`config.mk`:
```
export PLATFORM = sky130hd
export DESIGN_NAME = state_dump_unit_flat
export DESIGN_NICKNAME = d
export VERILOG_FILES = /design/src/rtl/state_dump_unit_if.sv /design/src/rtl/state_dump_unit.sv /design/src/flat_wrapper.sv
export SDC_FILE = /design/constraint.sdc
export NUM_CORES = 1
export LEC_CHECK = 0
export ABC_AREA = 1
export BUFFER_PORTS_ARGS = -buffer_cell sky130_fd_sc_hd__buf_4
export CAP_MARGIN = 40
export CORE_AREA = 2 2 141 88
export CTS_CLUSTER_DIAMETER = 150
export DETAILED_ROUTE_END_ITERATION = 12
export DIE_AREA = 0 0 143 90
export PLACE_DENSITY = 0.79
export SYNTH_ARGS = -nofsm -noshare
export SYNTH_HDL_FRONTEND = slang
export SYNTH_SLANG_ARGS = --single-unit
```
`constraint.sdc`:
```
create_clock -name clk -period 2.9 [get_ports clk]
set_input_delay 0.435 -clock clk [delete_from_list [all_inputs] [get_ports clk]]
set_output_delay 0.435 -clock clk [all_outputs]
set_load 0.05 [all_outputs]
```
`src/rtl/state_dump_unit_if.sv`:
```
`default_nettype none
`timescale 1ns/1ps
// ============================================================================
// Module   : state_dump_unit_if
// Purpose  : valid/ready stream carrying dumped register and memory words.
// Revision : 1.0
// ============================================================================
interface state_dump_unit_if #(
    parameter int DATA_W = 32
);
    logic              out_valid;
    logic              out_ready;
    logic              out_kind;
    logic [31:0]       out_addr;
    logic [DATA_W-1:0] out_data;

    modport master (
        output out_valid,
        output out_kind,
        output out_addr,
        output out_data,
        input  out_ready
    );

    modport slave (
        input  out_valid,
        input  out_kind,
        input  out_addr,
        input  out_data,
        output out_ready
    );
endinterface
`default_nettype wire

```
`src/rtl/state_dump_unit.sv`:
```
`default_nettype none
`timescale 1ns/1ps
// ============================================================================
// Module   : state_dump_unit
// Purpose  : stops a run on halt/timeout, then streams the register file and
//            a data-memory window over a valid/ready port.
// Revision : 1.0
// ============================================================================
module state_dump_unit #(
    parameter int          DATA_W    = 32,
    parameter int          NREGS     = 32,
    parameter int          REG_AW    = 5,
    parameter logic [31:0] MEM_BASE  = 32'h1001_0000,
    parameter int          MEM_WORDS = 5,
    parameter int          TIMEOUT   = 400,
    parameter int          CNT_W     = 16
) (
    input  wire logic              clk,
    input  wire logic              reset,
    input  wire logic              halt_req,
    output logic                   freeze,
    output logic [REG_AW-1:0]      rf_raddr,
    input  wire logic [DATA_W-1:0] rf_rdata,
    output logic [31:0]            mem_addr,
    input  wire logic [DATA_W-1:0] mem_rdata,
    state_dump_unit_if.master      dump,
    output logic                   halt_cause,
    output logic [CNT_W-1:0]       cycle_count,
    output logic                   busy,
    output logic                   done
);

    typedef enum logic [1:0] {
        S_RUN      = 2'd0,
        S_DUMP_REG = 2'd1,
        S_DUMP_MEM = 2'd2,
        S_DONE     = 2'd3
    } state_t;

    localparam logic [31:0]      c_nregs     = 32'(NREGS);
    localparam logic [31:0]      c_mem_words = 32'(MEM_WORDS);
    localparam logic [CNT_W-1:0] c_to_last   = CNT_W'(TIMEOUT - 1);
    localparam logic [CNT_W-1:0] c_cnt_max   = '1;

    state_t            r_state;
    state_t            w_state_nxt;
    logic [31:0]       r_idx;
    logic [CNT_W-1:0]  r_count;
    logic              r_freeze;
    logic              r_cause;
    logic              r_done;
    logic              r_out_valid;
    logic              r_out_kind;
    logic [31:0]       r_out_addr;
    logic [DATA_W-1:0] r_out_data;

    logic              w_busy;
    logic              w_timeout;
    logic              w_exit;
    logic              w_can_load;
    logic [31:0]       w_limit;
    logic              w_load;
    logic              w_phase_end;

    always_ff @(posedge clk) begin
        if (reset) begin
            r_state <= S_RUN;
        end else begin
            r_state <= w_state_nxt;
        end
    end

    always_comb begin
        w_state_nxt = r_state;
        w_busy      = (r_state == S_DUMP_REG) || (r_state == S_DUMP_MEM);
        w_timeout   = (TIMEOUT != 0) && (r_count == c_to_last);
        w_exit      = halt_req || w_timeout;
        // The output slot is free when empty or being drained this cycle.
        w_can_load  = !r_out_valid || dump.out_ready;
        w_limit     = (r_state == S_DUMP_MEM) ? c_mem_words : c_nregs;
        w_load      = w_busy && w_can_load && (r_idx < w_limit);
        w_phase_end = w_busy && w_can_load && (r_idx == w_limit);
        case (r_state)
            S_RUN: begin
                if (w_exit) begin
                    w_state_nxt = S_DUMP_REG;
                end
            end
            S_DUMP_REG: begin
                if (w_phase_end) begin
                    w_state_nxt = (MEM_WORDS == 0) ? S_DONE : S_DUMP_MEM;
                end
            end
            S_DUMP_MEM: begin
                if (w_phase_end) begin
                    w_state_nxt = S_DONE;
                end
            end
            default: w_state_nxt = S_DONE;
        endcase
    end

    always_ff @(posedge clk) begin
        if (reset) begin
            r_idx       <= '0;
            r_count     <= '0;
            r_freeze    <= 1'b0;
            r_cause     <= 1'b0;
            r_done      <= 1'b0;
            r_out_valid <= 1'b0;
            r_out_kind  <= 1'b0;
            r_out_addr  <= '0;
            r_out_data  <= '0;
        end else begin
            r_done <= (w_state_nxt == S_DONE);
            if (r_state == S_RUN) begin
                if (r_count != c_cnt_max) begin
                    r_count <= r_count + 1'b1;
                end
                if (w_exit) begin
                    r_freeze <= 1'b1;
                    // A coincident external halt takes precedence as the cause.
                    r_cause  <= !halt_req;
                end
            end
            if (w_load) begin
                r_out_valid <= 1'b1;
                r_out_kind  <= (r_state == S_DUMP_MEM);
                r_out_addr  <= (r_state == S_DUMP_MEM) ? mem_addr : r_idx;
                r_out_data  <= (r_state == S_DUMP_MEM) ? mem_rdata : rf_rdata;
                r_idx       <= r_idx + 32'd1;
            end else if (w_phase_end) begin
                r_out_valid <= 1'b0;
                r_idx       <= '0;
            end
        end
    end

    assign rf_raddr       = r_idx[REG_AW-1:0];
    assign mem_addr       = MEM_BASE + {r_idx[29:0], 2'b00};
    assign freeze         = r_freeze;
    assign halt_cause     = r_cause;
    assign cycle_count    = r_count;
    assign busy           = w_busy;
    assign done           = r_done;
    assign dump.out_valid = r_out_valid;
    assign dump.out_kind  = r_out_kind;
    assign dump.out_addr  = r_out_addr;
    assign dump.out_data  = r_out_data;

endmodule
`default_nettype wire

```
`src/flat_wrapper.sv`:
```
// flat-port wrapper written by rule: the top's interface ports become plain ports
module state_dump_unit_flat 
#(
    parameter int          DATA_W    = 32,
    parameter int          NREGS     = 32,
    parameter int          REG_AW    = 5,
    parameter logic [31:0] MEM_BASE  = 32'h1001_0000,
    parameter int          MEM_WORDS = 5,
    parameter int          TIMEOUT   = 400,
    parameter int          CNT_W     = 16
)
  (clk, reset, halt_req, freeze, rf_raddr, rf_rdata, mem_addr, mem_rdata, halt_cause, cycle_count, busy, done, dump_out_valid, dump_out_kind, dump_out_addr, dump_out_data, dump_out_ready);
  state_dump_unit_if #(.DATA_W(DATA_W)) dump_i ();
  input  wire logic clk;
  input  wire logic reset;
  input  wire logic halt_req;
  output logic freeze;
  output logic [REG_AW-1:0] rf_raddr;
  input  wire logic [DATA_W-1:0] rf_rdata;
  output logic [31:0] mem_addr;
  input  wire logic [DATA_W-1:0] mem_rdata;
  output logic halt_cause;
  output logic [CNT_W-1:0] cycle_count;
  output logic busy;
  output logic done;
  output wire logic [$bits(dump_i.out_valid)-1:0] dump_out_valid;
  output wire logic [$bits(dump_i.out_kind)-1:0] dump_out_kind;
  output wire logic [$bits(dump_i.out_addr)-1:0] dump_out_addr;
  output wire logic [$bits(dump_i.out_data)-1:0] dump_out_data;
  input wire logic [$bits(dump_i.out_ready)-1:0] dump_out_ready;
  assign dump_out_valid = dump_i.out_valid;
  assign dump_out_kind = dump_i.out_kind;
  assign dump_out_addr = dump_i.out_addr;
  assign dump_out_data = dump_i.out_data;
  assign dump_i.out_ready = dump_out_ready;
  state_dump_unit #(.DATA_W(DATA_W), .NREGS(NREGS), .REG_AW(REG_AW), .MEM_BASE(MEM_BASE), .MEM_WORDS(MEM_WORDS), .TIMEOUT(TIMEOUT), .CNT_W(CNT_W)) u_core (.clk(clk), .reset(reset), .halt_req(halt_req), .freeze(freeze), .rf_raddr(rf_raddr), .rf_rdata(rf_rdata), .mem_addr(mem_addr), .mem_rdata(mem_rdata), .dump(dump_i), .halt_cause(halt_cause), .cycle_count(cycle_count), .busy(busy), .done(done));
endmodule
```
==> results of run 1 <==
worst max-delay path: stages, from the launching register on:
cell	delay [ns]
sky130_fd_sc_hd__dfxtp_1	0.35
sky130_fd_sc_hd__ha_1	0.18
sky130_fd_sc_hd__nand2_1	0.06
sky130_fd_sc_hd__nor2_1	0.16
sky130_fd_sc_hd__nand3_1	0.17
sky130_fd_sc_hd__nor3_2	0.26
sky130_fd_sc_hd__nand2_1	0.09
sky130_fd_sc_hd__nand2_1	0.08
sky130_fd_sc_hd__nand2_1	0.07
sky130_fd_sc_hd__xor2_1	0.14
sky130_fd_sc_hd__buf_4	0.21
where the power goes:
part           internal, mW  switching (mW)  total [mW]
combinational         0.290           0.613       0.903
clock                  1.19           0.755        1.95
sequential             1.73          0.0619        1.79
stage by stage:
step / util [%] / cell area (µm²) / hold slack, ns
6_report: 66.07 / 7714 / 0.2158
5_1_grt: 66.07 / 7714 / 0.1926
3_3_place_gp: 61.34 / 7162 / 0.4110
3_5_place_dp: 61.34 / 7162 / 0.4160
2_1_floorplan: - / 5802 / 0.4030
4_1_cts: 66.07 / 7714 / 0.1970
kinds of logic (layout without fill, tap and decap cells):
kind of cell             after synthesis  after routing  share of synthesized area, %
adder cells (fa/ha/maj)               11             11                         2.374
other                                  1              2                       0.06468
XOR/XNOR                              19             19                         2.870
flip-flops                           119            119                         41.09
AO/OA/AOI/OAI                        102            102                         10.10
AND/OR/NAND/NOR                      385            385                         27.36
buffers and inverters                151            327                         12.52
multiplexers                          21             21                         3.625
area by class of cell:
type | count | share of cell area [%]
clock buffers | 20 | 5.791
clock inverters | 12 | 1.363
inverters | 97 | 4.736
multi-input cells | 540 | 34.96
flip-flops and latches | 119 | 30.88
well taps | 165 | 2.676
repair buffers | 198 | 19.59
synth_stat cells (10+ instances only):
cell,count
sky130_fd_sc_hd__a21oi_1,34
sky130_fd_sc_hd__a21oi_2,11
sky130_fd_sc_hd__buf_4,23
sky130_fd_sc_hd__clkbuf_1,11
sky130_fd_sc_hd__dfxtp_1,119
sky130_fd_sc_hd__ha_1,11
sky130_fd_sc_hd__inv_1,87
sky130_fd_sc_hd__mux2i_1,21
sky130_fd_sc_hd__nand2_1,186
sky130_fd_sc_hd__nand3_1,30
sky130_fd_sc_hd__nor2_1,138
sky130_fd_sc_hd__nor3_1,10
sky130_fd_sc_hd__o21ai_0,34
sky130_fd_sc_hd__o21ai_1,14
sky130_fd_sc_hd__xor2_1,18
state kept, by name (all words and copies together) (netlist names), 2 cells and up:
| signal | cells |
|---|---|
| u_core.cycle_count | 16 |
| u_core.dump.out_addr | 32 |
| u_core.dump.out_data | 32 |
| u_core.r_idx | 32 |
| u_core.r_state | 2 |
layer usage:
| layer | vias up | part of all wire, % | GRT usage [%] | wire, µm |
|---|---|---|---|---|
| met1 | 2428 | 48 | 31.99 | 7121 |
| met3 | 13 | 8.5 | 6.233 | 1248 |
| met4 | 0 | 1.1 | 6.848 | 158 |
| met5 | - | 0 | 0 | 0 |
| li1 | 2837 | - | - | - |
| met2 | 208 | 42 | 33.17 | 6196 |
worst paths after layout:
check	start	to	slack, ns	depth (start not counted)
max	u_core.r_idx[14]$_SDFFE_PP0P_	mem_addr[30]	0.28	10
min	halt_req	u_core.halt_cause$_SDFFE_PP0P_	0.22	2
min reg2reg	u_core.r_idx[31]$_SDFFE_PP0P_	u_core.r_idx[31]$_SDFFE_PP0P_	0.43	2
max reg2reg	u_core.r_state[0]$_SDFF_PP0_	u_core.dump.out_data[3]$_SDFFE_PP0P_	0.54	12
==> flow_results.org, run 1 <==
** Clock network
- Hold-fix buffers at CTS :: 0
- The tree is rooted in a sky130_fd_sc_hd__clkbuf_16.
- TritonCTS built the clock tree.
- Worst-path clk slew :: approximately 0.06 ns
- Bufs on Longest Clock Path :: 2
- The tree built by TritonCTS fans out to ~120 sinks.
- The clock tree synthesis step divided the H-tree into 4 levels.
- For the worst-skew pair, the clock arrives at the later sink with an insertion delay of 0.41 ns.
- Post-cts gate resize count :: 0
- After clock tree synthesis, the setup repair step added 0 buffers.
- The number of clock buffers added by TritonCTS is 17.

** Drt
- In this run the remaining antenna-violating nets after routing total 0.
- Number of DRC violations after detailed routing :: 0
- Wirelength per Cell :: around 13 µm
- Detail-routed via count per cell :: ~4.8
- Length of the first detailed-routing pass in iterations :: 6
- The final layout contains routed wiring with a total length of around 15000 µm.
- The final route contains ~5.5k vias.
- The detailed router finished its first iteration with 333 violations.

** Die
- Width of the die :: 143 µm
- Placement row count :: 31
- Core Footprint :: ~0.012 mm²
- The die covers roughly 0.013 mm².
- between 150 and 200 I/O pins were placed.
- Starting density of the core :: between 40% and 50%
- Vertical extent of the die :: 90 µm

** Synth
- Largest area contributor in the netlist :: sky130_fd_sc_hd__dfxtp_1
- In this run the biggest area consumer among cell types represents around two fifths of the synthesized area.
- Sequential fraction of the synthesis area :: between 40% and 50%
- The mapped netlist covers slightly below 0.006 mm².
- Avg Cell Area, Syn :: between 7 and 8 µm²
- Ranked by total cell area, the synthesized netlist is headed by sky130_fd_sc_hd__dfxtp_1, sky130_fd_sc_hd__nand2_1, sky130_fd_sc_hd__nor2_1.
- Among all flip-flop cells after synthesis, the most frequent one is sky130_fd_sc_hd__dfxtp_1.
- Number of distinct standard cells referenced by the synthesized netlist :: 42
- Counting flops and latches in the post-synthesis netlist gives around 120.
- Counting flops with a built-in enable in the synthesized netlist gives 0.
- In the synthesized netlist, the number of instances is around 800.
- Synth Warn # :: 0
- Post-synth ARST share :: 0%

** Final layout
- 0 antenna diodes ended up in the layout.
- Compared with the post-synthesis result, the final layout area differs by 33.04%.
- Layout Nets :: ~1.1k
- In the final layout, flip-flops and latches occupy around 0.0024 mm².
- The multi-input combinational cells in the finished layout cover a total of roughly 0.0027 mm².
- The library cell used most frequently in the layout, excluding fill and tap cells, is sky130_fd_sc_hd__buf_4.
- In the layout the commonest cells are sky130_fd_sc_hd__buf_4, sky130_fd_sc_hd__nand2_1, sky130_fd_sc_hd__nor2_1.
- Fill cells in the final layout number ~1.0k.
- The post-route netlist has between 20% and 30% of its cells at a drive strength greater than 1.
- Post-layout instance count excluding filler cells :: around 1.2k

** STA
- Final critical-path required period :: around 2.6 ns
- Achievable Freq :: between 300 and 400 MHz
- Setup repair after global routing missed its margin :: false
- Setup violations remaining at the end of the flow were counted as 0.
- Final worst clock skew :: around 0.008 ns
- For the pin with the worst max-slew slack, the measured transition is roughly 0.58 ns.
- Final number of hold-violating endpoints :: 0
- Sum of negative setup slack :: 0 ns
- The number of max-slew violations in the final report came to 0.
- In the post-route analysis, the smallest setup slack over all paths is between 0.2 and 0.3 ns.
- Final critical-path share of the clock period :: 90.46%
- In this run the tightest slew margin relative to its limit is between 60% and 70%.

** Pwr
- P_leak :: between 3 and 4 nW
- IR analysis of the VDD net gives a maximum drop of between 0.4 and 0.5 mV.
- The design draws 4.641 mW.
- In this run the power density over the cells is roughly 600 mW/mm².

** GRT
- After global routing the overflow that remains totals 0.
- The via count of the first global-routing pass is just under 5k.
- Largest net degree at the start of global routing :: 57
- Global-route wire length before repair :: between 20000 and 25000 µm
- The number of antenna violations at the first check in global routing was 0.
- Global routing used between 20% and 30% of the available tracks across all layers.

** Placed design
- Buffers placed on the I/O ports in this run total roughly 190.
- Gp weighted congestion :: about 0.88
- The HPWL after detailed placement is ~10000 µm.
- Counting tap cells, the placed design contains a total of roughly 1.1k instances.
- OpenSTA, run right after detailed placement, puts the worst setup slack at roughly 0.55 ns.

** Setup path
- The worst setup path is captured at an output port.
- CP arrival :: between 2 and 2.5 ns
- Along the worst path, the maximum fanout reaches 4.
- Endpoint required time on the critical path :: 2.47 ns
- Kind of critical path :: reg2out
- The worst setup path is launched from a register.

** Outcome
- Status :: finished clean

** Hold path
- Hold WC Path Type :: in2reg

** Flow run
- Max-cap violations in this run came to 0.
Note: power is estimated with default switching activity, not from simulation.
==> run 2, diff against run 1 <==
- ABC_AREA: 1 -> unset
- CORE_AREA: 2 2 141 88 -> 2 2 137 139
- DIE_AREA: 0 0 143 90 -> 0 0 139 141
- PLACE_DENSITY: 0.79 -> unset
==> flow_results.org, run 2 <==
** Clock network
- Level count of the clock H-tree :: 4 (unchanged)
- Setup repair bufs after CTS :: 0 (unchanged)
- The TritonCTS buffer count came to 17 (unchanged).
- Post-cts gate resize count :: 0 (unchanged)
- Bufs on Longest Clock Path :: 2 (unchanged)
- The clock-pin slew of the registers on the worst-case setup and hold paths is 0.06 ns (about the same).
- Clock sink total :: 119 (unchanged)
- Root buf cell :: sky130_fd_sc_hd__clkbuf_16
- Hold-fix buffers at CTS :: 0 (unchanged)
- TritonCTS built the clock tree.
- Latest clock arrival within the worst-skew pair :: 0.41 ns (about the same)

** Pwr
- The worst vdd rail ir drop came to 0.3794 mV (-16%).
- Internal power summed over all cells :: 3.196 mW (-0.46%)
- The power dissipated by switching net loads is 1.251 mW (-13%).
- The total leakage power came to 3.009 nW (-17%).
- The register share of total power came to 39.2% (+0.7 points).
- The relative contribution of the clock network to total power is 46.0% (+4.0 points).
- The combinational share of power is 14.8% (-4.7 points).
- Ratio of total power to cell area :: 595.6 mW/mm² (-1.0%)
- Switch share :: 28.13% (-2.7 points)

** STA
- Achievable Freq :: 384.4 MHz (+0.84%)
- Number of max-slew violations in the final report :: 0 (unchanged)
- The worst slew slack as a fraction of its limit is 52.53% (-8.8 points).
- The number of hold violations in the final report was 0 (unchanged).
- Hold_ws :: 0.2380 ns (+0.02226 ns)
- Slew of the pin with the lowest slew margin :: 0.7121 ns (+0.1325 ns)
- The final critical delay including setup and external delays is 2.601 ns (-0.02195 ns).
- The total negative slack for setup checks was 0 ns (unchanged).
- Final Setup Violations :: 0 (unchanged)
- The portion of the clock cycle consumed by the worst path in the final layout was 89.70% (-0.76 points).
- Setup repair after global routing left no endpoint under its margin.
- The final worst clock skew was 0.01005 ns (+0.002194 ns).

** Setup path
- The endpoint identified for the worst register-to-register timing path is u_core.r_idx[25]$_SDFFE_PP0P_.
- The register-to-register setup slack came to 0.30 ns (-0.24 ns).
- Traced cell by cell, the critical path runs through inv_1 -> ha_1 -> nor4b_1 -> nand3_1 -> or4_4 -> o21a_1 -> and2_1.
- Endpoint required time on the critical path :: 3.20 ns (+0.73 ns)
- Kind of critical path :: reg2reg
- Startpoint class of the critical path :: register
- The largest fanout on the critical path was 14 (+10).
- CP arrival :: 2.90 ns (+0.71 ns)
- Critical Path End Type :: register
- The number of cell instances on the worst register-to-register path was 7 (-5).
- Max incr delay on CP :: 0.58 ns (+0.23 ns)
- Source of the worst register-to-register timing path :: u_core.r_state[0]$_SDFF_PP0_
- Launching instance or port of the critical path :: u_core.r_state[0]$_SDFF_PP0_
- For this design, the slowest cell found on the critical path is sky130_fd_sc_hd__or4_4.

** Die
- Placement row count :: 50 (+61%)
- Starting density of the core :: 29.27% (-20 points)
- The number of ports placed on the die boundary came to 191 (unchanged).
- The overall die width came to 139 µm (-2.8%).
- Core Footprint :: 0.01827 mm² (+56%)
- Die area :: 0.01960 mm² (+52%)
- Vertical extent of the die :: 141 µm (+57%)

** Drt
- The wire length on met3 was 825 µm (-34%).
- Number of DRC violations after detailed routing :: 0 (unchanged)
- The total iterations of the first detailed-routing run was 4 (-2).
- Drt first-iter violations :: 193 (-42%)
- The wire length per cell is 15.29 µm (+20%).
- Met1 routed wirelength after detailed routing :: 6904 µm (-3.0%)
- The met2 wirelength from detailed routing was 7011 µm (+13%).
- Total via count in the routed design :: 4653 (-15%)
- Count of antenna-violating nets left after detailed routing :: 0 (unchanged)
- Max Used Layer :: met4
- Total wirelength of the detailed-routed design :: 14920 µm (+1.3%)
- Detail-routed via count per cell :: 4.767 (about the same)

** Synth
- Most frequent cells after synthesis :: sky130_fd_sc_hd__dfxtp_1, sky130_fd_sc_hd__a21oi_1, sky130_fd_sc_hd__a211oi_1, sky130_fd_sc_hd__mux2i_1, sky130_fd_sc_hd__and2_1
- Register bit count reported by yosys :: 119 (unchanged)
- Adder-Cell Fraction of Synth Area :: 2.574% (+0.20 points)
- Share of Yosys cell area claimed by the top area cell type :: 44.55% (+3.5 points)
- Area of the mapped netlist :: 0.005348 mm² (-7.8%)
- Dominant combinational cell family by area after synthesis :: simple AND/OR/NAND/NOR gates
- In the post-synthesis netlist, the biggest area contributors are sky130_fd_sc_hd__dfxtp_1, sky130_fd_sc_hd__mux2i_1, sky130_fd_sc_hd__a211oi_1.
- The unique cell type count in the Yosys netlist was 53 (+26%).
- The proportion of synthesized chip area in sequential cells is 44.55% (+3.5 points).
- The number of instances in the synthesized netlist was 563 (-30%).
- The proportion of synthesized area in mux cells came to 7.885% (+4.3 points).
- Count leader, synth :: sky130_fd_sc_hd__dfxtp_1
- Avg Cell Area, Syn :: 9.498 µm² (+33%)
- The number of flops mapped to enable cells by yosys came to 0 (unchanged).
- The simple-gate share of the synthesized area was 17.29% (-10 points).
- Post-synth top flop :: sky130_fd_sc_hd__dfxtp_1
- sky130_fd_sc_hd__dfxtp_1 takes more of the synthesized area than any other cell.
- Synth Warn # :: 0 (unchanged)
- The share of synthesized flip-flops with an asynchronous set or reset is 0% (unchanged).
- The compound-cell area share of the yosys netlist came to 16.59% (+6.5 points).
- The post-synthesis xor/xnor area fraction was 4.095% (+1.2 points).

** Final layout
- The final-layout fill cell count was 1845 (+76%).
- The area growth from synthesis to layout is 39.63%.
- # diodes :: 0 (unchanged)
- Leading cell type in the layout, fill and taps excluded :: sky130_fd_sc_hd__buf_4
- Design area :: 0.007467 mm² (-3.2%)
- Layout Nets :: 809 (-23%)
- The ratio of cells with drive above 1 in the final layout came to 33.69% (+7.0 points).
- Combined area of the multi-input logic cells :: 0.002625 mm² (-2.6%)
- The sequential cell area in the final layout came to 0.002382 mm² (unchanged).
- Commonest cells after routing, fill and taps aside :: sky130_fd_sc_hd__buf_4, sky130_fd_sc_hd__dfxtp_1, sky130_fd_sc_hd__a21oi_1
- The non-filler instance count after layout is 976 (-15%).

** GRT
- Overall track demand over capacity in global routing :: 14.99% (-7.5 points)
- The largest net degree at the start of global routing came to 59 (+3.5%).
- The number of antenna violations at the first check in global routing is 0 (unchanged).
- Global-route wire length before repair :: 23510 µm (+0.56%)
- Residual overflow from global routing :: 0 (unchanged)
- Vias in the first global route :: 4405 (-10%)

** Outcome
- Status :: finished clean

** Hold path
- The depth of the worst hold-timing path is 2 (unchanged).
- Min-Delay Startpoint :: halt_req
- Hold WC Path Type :: in2reg
- Hold path endpoint :: u_core.halt_cause$_SDFFE_PP0P_

** Placed design
- The routability congestion estimate from global placement came to 0.7970 (-9.7%).
- I/O Buffers :: 188 (unchanged)
- The post-place instance area came to 0.006884 mm² (-3.9%).
- HPWL after DPL :: 10410 µm (-0.38%)
- The number of placed instances with taps included came to 945 (-16%).

** Flow run
- The max-cap check violation count came to 0 (unchanged).
## run 2: worst max-delay path by stage
stage,endpoint,cells after the start,slack (ns)
after CTS,u_core.r_idx[5]$_SDFFE_PP0P_,7,0.20
after detailed placement,u_core.r_idx[5]$_SDFFE_PP0P_,7,0.23
after floorplan,u_core.r_idx[15]$_SDFFE_PP0P_,13,0.04
final,u_core.r_idx[25]$_SDFFE_PP0P_,7,0.30
after global placement,u_core.r_idx[5]$_SDFFE_PP0P_,7,0.25
after global routing,u_core.r_idx[17]$_SDFFE_PP0P_,9,0.03
## run 2: layout make-up
type,instances,share of cell area [%]
Clock buffer,17,5.697
Clock inverter,14,2.044
Inverter,10,0.5027
Multi-Input combinational cell,377,35.15
Sequential cell,119,31.90
Tap cell,234,3.921
Timing Repair Buffer,205,20.78
## run 2: through the flow
stage | power [mW] | util [%] | worst slack [ns]
final | 4.447 | 40.88 | 0.2986
after CTS | 4.514 | 40.85 | 0.1964
after global routing | 4.643 | 40.88 | 0.03079
after floorplan | 2.201 | - | 0.03856
after global placement | 2.433 | 37.64 | 0.2505
after detailed placement | 2.440 | 37.68 | 0.2272
## run 2: routing by layer
metal | up-vias | global-route usage, %
met1 | 2171 | 19.63
met3 | 15 | 5.061
met4 | 0 | 3.934
li1 | 2348 | -
met2 | 119 | 23.80
met5 | - | 0
## run 2: critical path: cells and delay by family, from the launching register on
family	cells	cell delay [ns]
buffers and inverters	1	0.10
AND/OR/NAND/NOR	4	1.32
AO/OA/AOI/OAI	1	0.36
flip-flops	1	0.39
adder cells (fa/ha/maj)	1	0.31
## run 2: cells by family (layout without fill, tap and decap cells)
kind of cell,Yosys count,in the layout
and+or+nand+nor,160,160
AOI/OAI and AO/OA,137,137
DFF,119,119
buffers and inverters,68,246
muxes,42,42
xor gates and xnor gates,25,25
adders and majority gates,11,11
other,1,2
## run 2: power by group through the flow
stage | Clock (mW) | Sequential [mW] | Combinational, mW
detailed placement | 0 | 1.78 | 0.664
CTS | 2.11 | 1.74 | 0.664
finish | 2.05 | 1.74 | 0.659
global placement | 0 | 1.78 | 0.657
floorplan | 0 | 1.98 | 0.217
global route | 2.19 | 1.75 | 0.703
==> run 3, diff against run 2 <==
- CELL_PAD_IN_SITES_DETAIL_PLACEMENT: unset -> 0
- CELL_PAD_IN_SITES_GLOBAL_PLACEMENT: unset -> 1
- PLACE_DENSITY_LB_ADDON: unset -> 0.1
==> flow_results.org, run 3 (same netlist as run 2, synthesis figures left out) <==
** Outcome
- The flow ran to the end, and the final reports show no timing, DRC or antenna violations.

** Setup path
- Critical path's most frequent cell :: sky130_fd_sc_hd__inv_1
- The largest individual stage delay along the critical path comes from the cell sky130_fd_sc_hd__or4_4.
- Source of the worst register-to-register timing path :: u_core.r_state[0]$_SDFF_PP0_
- The worst setup path is captured at a register.
- Critical path fanouts, max :: 14 (unchanged)
- Register-to-Register Setup Slack :: 0.28 ns (-0.02 ns)
- CP arrival :: 2.93 ns (+0.03 ns)
- The worst setup path is of the reg2reg kind.
- Launching instance or port of the critical path :: u_core.r_state[0]$_SDFF_PP0_
- STA classifies the critical path startpoint as a register.
- The data required time of the worst path came to 3.21 ns (about the same).
- Cells on worst reg2reg path :: 9 (+2)
- The largest incremental delay on the critical path is 0.48 ns (-0.10 ns).
- Walking the worst path, the cells encountered are inv_1 -> ha_2 -> inv_1 -> ha_1 -> nor4b_2 -> nand3_1 -> or4_4 -> o21a_1 -> and2_1.

** Placed design
- Placed instance count :: 948 (+0.32%)
- Placed instance area :: 0.006894 mm² (+0.15%)
- The routability congestion estimate from global placement was 0.7534 (-5.5%).
- I/O Buffers :: 188 (unchanged)
- HPWL after DPL :: 11090 µm (+6.5%)

** Final layout
- The cell area after layout came to 0.007556 mm² (+1.2%).
- The core occupancy in the finished layout was 41.36% (+0.49 points).
- The ratio of cells with drive above 1 in the final layout is 33.91% (+0.22 points).
- Post-layout instance count excluding filler cells :: 980 (+0.41%)
- Leaving out fill and tap cells, the most frequent cell in the layout is sky130_fd_sc_hd__buf_4.
- Commonest cells after routing, fill and taps aside :: sky130_fd_sc_hd__buf_4, sky130_fd_sc_hd__dfxtp_1, sky130_fd_sc_hd__a21oi_1
- # diodes :: 0 (unchanged)
- Layout-stage area growth over the synthesis result :: 41.30%
- The final-layout fill cell count came to 1836 (-0.49%).
- The number of nets in the layout was 812 (+0.37%).

** STA
- Setup repair after global routing left no endpoint under its margin.
- Final critical-path share of the clock period :: 90.43% (+0.73 points)
- The number of max-slew violations in the final report came to 0 (unchanged).
- The number of setup violations in the final report was 0 (unchanged).
- Sum of negative setup slack :: 0 ns (unchanged)
- The final worst clock skew was 0.006739 ns (-0.003307 ns).
- The number of hold violations in the final report was 0 (unchanged).
- The achievable frequency came to 381.3 MHz (-0.80%).
- Worst-case headroom to the max-slew limit :: 55.98% (+3.5 points)
- Final critical-path required period :: 2.622 ns (+0.02105 ns)
- The worst-margin pin slew came to 0.6602 ns (-0.05186 ns).

** Die
- The height of the die is 141 µm (unchanged).
- Die area :: 0.01960 mm² (unchanged)
- Count of boundary I/O pins :: 191 (unchanged)
- The overall die width came to 139 µm (unchanged).
- Placement row count :: 50 (unchanged)
- The starting density of the core came to 29.27% (unchanged).
- The placeable core region was 0.01827 mm² (unchanged).

** Drt
- The total iterations of the first detailed-routing run was 4 (unchanged).
- The DRC marker count from the first detailed-route iteration was 215 (+11%).
- The vias after detailed routing came to 4709 (+1.2%).
- Number of DRC violations after detailed routing :: 0 (unchanged)
- The post-detailed-route via-to-cell ratio was 4.805 (+0.79%).
- Wirelength per Cell :: 15.87 µm (+3.8%)
- The post-route antenna net violation count came to 0 (unchanged).
- Total wirelength of the detailed-routed design :: 15550 µm (+4.2%)

** Clock network
- The count of cells resized by post-cts repair came to 0 (unchanged).
- The number of sinks driven by the clock tree is 119 (unchanged).
- Bufs on Longest Clock Path :: 2 (unchanged)
- Root buf cell :: sky130_fd_sc_hd__clkbuf_16
- TritonCTS Buffers :: 17 (unchanged)
- The hold buffer count at CTS is 0 (unchanged).
- CTS tree :: yes
- The post-CTS setup buffer count is 0 (unchanged).
- The clock-pin slew of the registers on the worst-case setup and hold paths is 0.06 ns (about the same).
- The clock latency at the later pin of the worst-skew pair is 0.42 ns (about the same).
- Level count of the clock H-tree :: 4 (unchanged)

** Pwr
- The worst vdd rail ir drop is 0.3981 mV (+4.9%).
- The total leakage power is 3.064 nW (+1.8%).
- The power per cell area came to 630.2 mW/mm² (+5.8%).

** Hold path
- Min-Delay Path Depth :: 2 (unchanged)
- Min-Delay Startpoint :: halt_req
- Hold WC Path Type :: in2reg

** GRT
- Residual overflow from global routing :: 0 (unchanged)
- The via count of the first global-routing pass came to 4754 (+7.9%).
- Largest net degree at the start of global routing :: 48 (-19%)
- Global-route wire length before repair :: 25270 µm (+7.5%)
- The overall track demand over capacity in global routing was 16.19% (+1.2 points).
- The number of antenna violations at the first check in global routing was 0 (unchanged).

** Flow run
- Number of max-cap violations :: 0 (unchanged)
-- run 3: cell count changes in the layout (fill, tap and decap cells not counted) --
cell,change
sky130_fd_sc_hd__buf_12,-1
sky130_fd_sc_hd__buf_4,+4
sky130_fd_sc_hd__bufinv_16,+3
sky130_fd_sc_hd__clkbuf_8,+1
sky130_fd_sc_hd__clkinv_2,-1
sky130_fd_sc_hd__clkinvlp_4,-2
sky130_fd_sc_hd__or3_1,+1
sky130_fd_sc_hd__or3_4,-1
-- run 3: report_power, final --
part | switching (mW) | internal [mW] | total, mW
Sequential | 0.0449 | 1.70 | 1.75
Clock | 0.806 | 1.56 | 2.36
Combinational | 0.426 | 0.230 | 0.656
Total | 1.28 | 3.49 | 4.76
-- run 3: path summary, 6_finish.rpt --
check                                                             end
worst max-delay path                    u_core.r_idx[14]$_SDFFE_PP0P_
worst min-delay path                   u_core.halt_cause$_SDFFE_PP0P_
worst max register to register          u_core.r_idx[14]$_SDFFE_PP0P_
worst min register to register  u_core.dump.out_addr[11]$_SDFFE_PP0P_
-- run 3: final cells by class --
| cell class | count | area [µm²] | area share [%] |
|---|---|---|---|
| Tap cell | 234 | 292.8 | 3.875 |
| Clock inverter | 14 | 222.7 | 2.948 |
| Sequential cell | 119 | 2382 | 31.53 |
| Timing Repair Buffer | 208 | 1562 | 20.67 |
| Inverter | 10 | 37.54 | 0.4968 |
| Clock buffer | 18 | 439.2 | 5.812 |
| Multi-Input combinational cell | 377 | 2620 | 34.67 |
-- run 3: critical path: cells and delay by family, from the launching register on --
family / cells / cell delay, ns
and+or+nand+nor: 4 / 1.10
buffers and inverters: 2 / 0.21
AOI/OAI and AO/OA: 1 / 0.35
DFF: 1 / 0.35
adders and majority gates: 2 / 0.52
-- run 3: per-stage QoR --
| stage | setup WS (ns) | total power [mW] | hold WS [ns] |
|---|---|---|---|
| finish | 0.2776 | 4.762 | 0.2095 |
| global route | 0.03855 | 4.965 | 0.2052 |
| CTS | 0.2378 | 4.827 | 0.1931 |
| detailed placement | 0.2415 | 2.444 | 0.4453 |
| global placement | 0.3059 | 2.436 | 0.4449 |
| floorplan | 0.03856 | 2.201 | 0.4302 |
-- run 3: metal layers --
layer,track usage (%),vias up,wire (µm)
met3,5.265,20,946
met5,0,-,0
met2,25.93,132,7557
li1,-,2362,-
met1,20.49,2195,6795
met4,5.848,0,252
